--- config.mk ---
export PLATFORM = sky130hd
export DESIGN_NAME = vga_timing_gen
export DESIGN_NICKNAME = d
export VERILOG_FILES = /design/src/rtl/vga_timing_gen.sv
export SDC_FILE = /design/constraint.sdc
export NUM_CORES = 1
export LEC_CHECK = 0
export ABC_AREA = 1
export CAP_MARGIN = 20
export CORE_AREA = 2 2 110 112
export DETAILED_ROUTE_END_ITERATION = 10
export DIE_AREA = 0 0 112 114
export GPL_TIMING_DRIVEN = 0
export PLACE_DENSITY = 0.6
export SYNTH_ARGS = -nofsm -noshare
export SYNTH_HDL_FRONTEND = slang
export SYNTH_SLANG_ARGS = --single-unit
--- constraint.sdc ---
create_clock -name i_clk -period 3.8 [get_ports i_clk]
set_clock_uncertainty 0.2 [all_clocks]
set_input_delay 0.76 -clock i_clk [delete_from_list [all_inputs] [get_ports i_clk]]
set_output_delay 0.76 -clock i_clk [all_outputs]
set_load 0.05 [all_outputs]
--- src/rtl/vga_timing_gen.sv ---
`default_nettype none
// ============================================================================
//  Module      : vga_timing_gen
//  Description : Raster timing generator with sync, blanking, pixel-prefetch
//                requests and graceful end-of-frame stop.
//  Revision    : 1.0 - initial release
// ============================================================================
module vga_timing_gen #(
    parameter int H_FRONT  = 16,
    parameter int H_SYNC   = 96,
    parameter int H_BACK   = 48,
    parameter int H_ACT    = 640,
    parameter int V_FRONT  = 10,
    parameter int V_SYNC   = 2,
    parameter int V_BACK   = 33,
    parameter int V_ACT    = 480,
    parameter bit HS_POL   = 1'b0,
    parameter bit VS_POL   = 1'b0,
    parameter int PREFETCH = 2,
    parameter int CW       = 11
) (
    input  logic          i_clk,
    input  logic          i_reset,
    input  logic          i_en,
    output logic [CW-1:0] o_x,
    output logic [CW-1:0] o_y,
    output logic          o_hs,
    output logic          o_vs,
    output logic          o_blank_n,
    output logic          o_sync_n,
    output logic          o_vga_clk,
    output logic          o_req,
    output logic [CW-1:0] o_req_x,
    output logic [CW-1:0] o_req_y,
    output logic          o_line_start,
    output logic          o_frame_start,
    output logic          o_busy,
    output logic [15:0]   o_frame_cnt
);

    localparam int c_H_BLANK = H_FRONT + H_SYNC + H_BACK;
    localparam int c_H_TOTAL = c_H_BLANK + H_ACT;
    localparam int c_V_BLANK = V_FRONT + V_SYNC + V_BACK;
    localparam int c_V_TOTAL = c_V_BLANK + V_ACT;

    localparam logic [CW-1:0] c_H_BLANK_N  = CW'(c_H_BLANK);
    localparam logic [CW-1:0] c_V_BLANK_N  = CW'(c_V_BLANK);
    localparam logic [CW-1:0] c_H_LAST     = CW'(c_H_TOTAL - 1);
    localparam logic [CW-1:0] c_V_LAST     = CW'(c_V_TOTAL - 1);
    localparam logic [CW-1:0] c_HS_START   = CW'(H_FRONT);
    localparam logic [CW-1:0] c_HS_END     = CW'(H_FRONT + H_SYNC);
    localparam logic [CW-1:0] c_VS_START   = CW'(V_FRONT);
    localparam logic [CW-1:0] c_VS_END     = CW'(V_FRONT + V_SYNC);
    localparam logic [CW-1:0] c_PREFETCH_N = CW'(PREFETCH);
    localparam logic [CW:0]   c_H_BLANK_W  = (CW+1)'(c_H_BLANK);
    localparam logic [CW:0]   c_H_TOTAL_W  = (CW+1)'(c_H_TOTAL);
    localparam logic [CW:0]   c_PREFETCH_W = (CW+1)'(PREFETCH);

    localparam logic [1:0] c_IDLE = 2'd0;
    localparam logic [1:0] c_RUN  = 2'd1;
    localparam logic [1:0] c_STOP = 2'd2;

    generate
        if (H_FRONT <= 0 || H_SYNC <= 0 || H_BACK <= 0 || H_ACT <= 0 ||
            V_FRONT <= 0 || V_SYNC <= 0 || V_BACK <= 0 || V_ACT <= 0 ||
            PREFETCH < 0 || PREFETCH > c_H_BLANK ||
            c_H_TOTAL >= (2**CW) || c_V_TOTAL >= (2**CW)) begin : g_param_check
            $error("vga_timing_gen: illegal timing parameters");
        end
    endgenerate

    logic [1:0]    r_state;
    logic [CW-1:0] r_h;
    logic [CW-1:0] r_v;
    logic [15:0]   r_frame_cnt;

    logic          w_run;
    logic          w_h_last;
    logic          w_v_last;
    logic          w_v_act;
    logic          w_active;
    logic          w_hs_win;
    logic          w_vs_win;
    logic          w_req;
    logic [CW:0]   w_hp;

    assign w_run    = (r_state != c_IDLE);
    assign w_h_last = (r_h == c_H_LAST);
    assign w_v_last = (r_v == c_V_LAST);

    always_ff @(posedge i_clk) begin
        if (i_reset) begin
            r_state     <= c_IDLE;
            r_h         <= '0;
            r_v         <= '0;
            r_frame_cnt <= '0;
        end else begin
            case (r_state)
                c_IDLE: begin
                    r_h <= '0;
                    r_v <= '0;
                    if (i_en) r_state <= c_RUN;
                end
                c_RUN, c_STOP: begin
                    if (w_h_last) begin
                        r_h <= '0;
                        r_v <= w_v_last ? '0 : r_v + 1'b1;
                    end else begin
                        r_h <= r_h + 1'b1;
                    end
                    // A stop request only takes effect at the frame boundary.
                    if (w_h_last && w_v_last) begin
                        r_frame_cnt <= r_frame_cnt + 1'b1;
                        if (r_state == c_STOP || !i_en) r_state <= c_IDLE;
                    end else if (!i_en) begin
                        r_state <= c_STOP;
                    end
                end
                default: r_state <= c_IDLE;
            endcase
        end
    end

    assign w_v_act  = (r_v >= c_V_BLANK_N);
    assign w_active = w_run && w_v_act && (r_h >= c_H_BLANK_N);
    assign w_hs_win = w_run && (r_h >= c_HS_START) && (r_h < c_HS_END);
    assign w_vs_win = w_run && (r_v >= c_VS_START) && (r_v < c_VS_END);

    // Look-ahead column, kept one bit wider so it never wraps past the line end.
    assign w_hp  = {1'b0, r_h} + c_PREFETCH_W;
    assign w_req = w_run && w_v_act && (w_hp >= c_H_BLANK_W) && (w_hp < c_H_TOTAL_W);

    assign o_x           = w_active ? (r_h - c_H_BLANK_N) : '0;
    assign o_y           = w_active ? (r_v - c_V_BLANK_N) : '0;
    assign o_blank_n     = w_active;
    assign o_hs          = w_hs_win ? HS_POL : ~HS_POL;
    assign o_vs          = w_vs_win ? VS_POL : ~VS_POL;
    assign o_sync_n      = 1'b0;
    assign o_vga_clk     = ~i_clk;
    assign o_req         = w_req;
    assign o_req_x       = w_req ? (r_h + c_PREFETCH_N - c_H_BLANK_N) : '0;
    assign o_req_y       = w_req ? (r_v - c_V_BLANK_N) : '0;
    assign o_line_start  = w_run && (r_h == '0);
    assign o_frame_start = w_run && (r_h == '0) && (r_v == '0);
    assign o_busy        = w_run;
    assign o_frame_cnt   = r_frame_cnt;

endmodule
`default_nettype wire

# Word level (Yosys, flattened, before mapping)
# Cells that the tools add are included.
# word_totals
inputBits	3
output_inout_bits	69
ff_bits	40
word_cells	67
# classes
n_lt_le_gt_ge	8
n_reduce_logical	22
n_mux	16
add_sub_neg	8
bitwise_logic	1
n_eq_ne	8
# ops
operator	n
two-way mux 11 bit	7
case mux 11 bit (2 select lines)	2
adder 11 x 1 -> 11 bit, second input constant	2
equality test 11 x 10 -> 1 bit, second input constant	2
logical NOT 11 bit	2
subtractor 11 x 8 -> 11 bit, second input constant	2
adder 16 x 1 -> 16 bit, second input constant	1
adder 11 x 2 -> 12 bit, second input constant	1
>= comparator 12 x 8 -> 1 bit, second input constant	1
< comparator 12 x 10 -> 1 bit, second input constant	1
adder 11 x 2 -> 11 bit, second input constant	1
>= comparator 11 x 4 -> 1 bit, second input constant	1
>= comparator 11 x 5 -> 1 bit, second input constant	1
>= comparator 11 x 6 -> 1 bit, second input constant	1
>= comparator 11 x 8 -> 1 bit, second input constant	1
logical AND 1 bit	11
< comparator 11 x 4 -> 1 bit, second input constant	1
< comparator 11 x 7 -> 1 bit, second input constant	1
subtractor 11 x 6 -> 11 bit, second input constant	1
two-way mux 2 bit	4
!= test 3 bit, second input constant	2
!= test 2 bit, second input constant	2
case mux 2 bit (2 select lines)	1
AND reduction 2 bit	2
other kinds (10)	12

# Depth between registers and ports, before layout
# depth
word_depth	5
ltp_mapped	13

==> impl_metrics.ini <==
[run_status]
status = finished, final reports clean

[yosys]
yosys-top-cells-count = nand2_1 (133), nor2_1 (88), inv_1 (56), dfxtp_1 (40), nand3_1 (40)
synthTopCellsByArea = dfxtp_1 (24%), nand2_1 (15%), nor2_1 (9.8%)
syn_area_um2 = 3370
syn_nets = 572
synth_warnings = 0
synth_most_common_cell = nand2_1
synth_edf_count = 0
ys_types = 33
yosys_register_bits = 40
yosysTopAreaCell = dfxtp_1
yosysSeqAreaShare_pct = 23.7
yosysTopAreaCellShare_pct = 23.7
synthFlopType = dfxtp_1
syn_avg_cell_area_um2 = 6.10
synthArstFlopShare_pct = 0
synth_cells = 553

[worst_setup_path]
path_delay_family = buffers and inverters
worstReg2RegEnd = r_h[10]
r2r_setup_slack_ns = 1.56
cp_max_fo = 9
crit_slowest_cell = dlygate4sd2_1
crit_required_ns = 2.84
cp_num_buf_inv = 4
crit_path_start = i_clk
r2r_start = r_h[1]
slowest_delay_ns = 0.51
path_class = clock port to primary output
cp-start-kind = clock port
reg2regPathDepth = 8
crit_chain = clkbuf_16 > clkbuf_16 > inv_1 > dlygate4sd2_1
crit_arrival_ns = 2.76
crit_path_frequent_cell = clkbuf_16
critPathCaptureType = primary output

[timing]
rsz0062_at_grt = false
slew_violations = 0
tns_ns = 0
finalHoldViolCount = 0
slew_headroom_pct = 59.1
finalSetupViolCount = 0
worst_pin_slew_ns = 0.614

[floorplanning]
start_util_pct = 28.8
rows = 40
die_area_um2 = 12800
coreArea_um2 = 11700
ios = 72
die_w_um = 112
die_h_um = 114

[worst_hold_path]
whs_endpoint = r_state[0]
min-delay-start = r_state[0]
min_path_cells = 2
min_path_type = flip-flop to flip-flop

[clocking]
clkLatencyLatePin_ns = 0.28
root_buffer = clkbuf_16
cts-htree-levels = 2
cts_max_path_buffers = 2
postCtsSetupRepairBufs = 0
cts_tree = done
path_clk_slew_ns = 0.06
cts_made_buffers = 5

[placement]
routabilityCongestion = 0.881
port_buffers = 70
dpl-instance-area_um2 = 4260
dp_cells = 770
hpwl_um = 7580

[routing]
drt_iter0_drc = 123
routed_wl_um = 9710
via_per_inst = 4.75
drc_errors = 0
ant_nets = 0
num_vias = 3694
drt-wirelength-per-cell_um = 12.5
first_pass_iters = 4

[job]
maxCapViolations = 0

[global_route]
grt_pass1_vias = 3623
grt_usage_pct = 15.5
antenna_found_initial = 0
grt_max_degree = 13
grt.overflow.total = 0
grt_pass1_wl_um = 16800

[power_and_ir_drop]
p_leak_nw = 2.46
vdd_drop_max_uv = 247
power_density_nw_per_um2 = 348

[finish]
regArea_um2 = 801
diodes = 0
fillerInstances = 1264
nets = 649
area.growth.synth_to_final_pct = 32.8
multi_input_area_um2 = 2210
final_cells = 778
drive_gt1_share_pct = 11.7
finalInstanceArea_um2 = 4480
-- worst max-delay path by stage --
stage	endpoint	depth (start not counted)
2_1_floorplan	o_frame_start	6
3_3_place_gp	o_vga_clk	2
3_5_place_dp	o_vga_clk	2
4_1_cts	o_req_y[7]	13
5_1_grt	o_vga_clk	4
6_report	o_vga_clk	4
-- routing by layer --
metal | wire (µm) | vias up | GRT usage, %
li1 | - | 1901 | -
met1 | 4650 | 1677 | 20.9
met3 | 653 | 9 | 2.71
met2 | 4330 | 107 | 26.4
met4 | 80 | 0 | 3.01
met5 | 0 | - | 0
-- worst reg2reg max path: stages (launching register included) --
cell	delay (ns)
dfxtp_1	0.46
ha_1	0.24
inv_1	0.06
nor2_2	0.17
nand4_1	0.32
nand2_1	0.25
nand2_1	0.07
nand2_1	0.26
nor3b_1	0.09
-- cells by family (layout without fill, tap and decap cells) --
family                   count (synthesis)  after routing  synth area share, %
AO/OA/AOI/OAI                           57             57                 8.83
XOR/XNOR                                21             21                 5.45
adder cells (fa/ha/maj)                 16             16                 5.93
buffers and inverters                   80            158                 10.8
flip-flops                              40             40                 23.7
other                                    1              1                0.111
AND/OR/NAND/NOR                        338            338                 45.1
-- final cells by class --
| class | count | area share [%] |
|---|---|---|
| Buffer | 21 | 3.21 |
| Clock buffer | 8 | 3.38 |
| Clock inverter | 2 | 0.754 |
| Inverter | 58 | 4.86 |
| Multi-Input combinational cell | 433 | 49.3 |
| Sequential cell | 40 | 17.9 |
| Tap cell | 147 | 4.11 |
| Timing Repair Buffer | 69 | 16.5 |
-- where the power goes --
group / internal, W / switching [W] / total [W]
Sequential: 0.000439 / 0.0000182 / 0.000458
Combinational: 0.000161 / 0.000386 / 0.000547
Clock: 0.000340 / 0.000214 / 0.000554
Total: 0.000940 / 0.000619 / 0.00156
-- stage by stage --
stage / total power, W / hold slack (ns) / util, % / worst slack (ns)
6_report: 0.00156 / 0.319 / 38.2 / 0.0786
5_1_grt: 0.00166 / 0.360 / 38.2 / 0.0337
4_1_cts: 0.00158 / 0.323 / 37.6 / 0.00186
3_5_place_dp: 0.00108 / 0.309 / 36.4 / 0.132
3_3_place_gp: 0.00107 / 0.293 / 36.4 / 0.132
2_1_floorplan: 0.000902 / 0.265 / - / 0.376
-- layout by cell type (no fill, tap or decap), drive strengths merged, types with 19 or more instances in the layout --
cell / count
nand2: 142
a21oi: 38
nand3: 41
clkdlybuf4s50: 24
dfxtp: 40
inv: 59
nor2: 121
dlymetal6s2s: 28
xor2: 19
-- sequential cells by signal, indices dropped and copies added, names as in the netlist --
| register | count |
|---|---|
| r_h | 11 |
| r_state | 2 |
| o_frame_cnt | 16 |
| r_v | 11 |
-- timing repair --
action,4_1_cts,5_1_grt
pin swaps,0,0
endpoints found under the setup margin,18,28
gates resized for setup,18,28
hold buffers,0,0
Power figures use the tool's default switching activity.
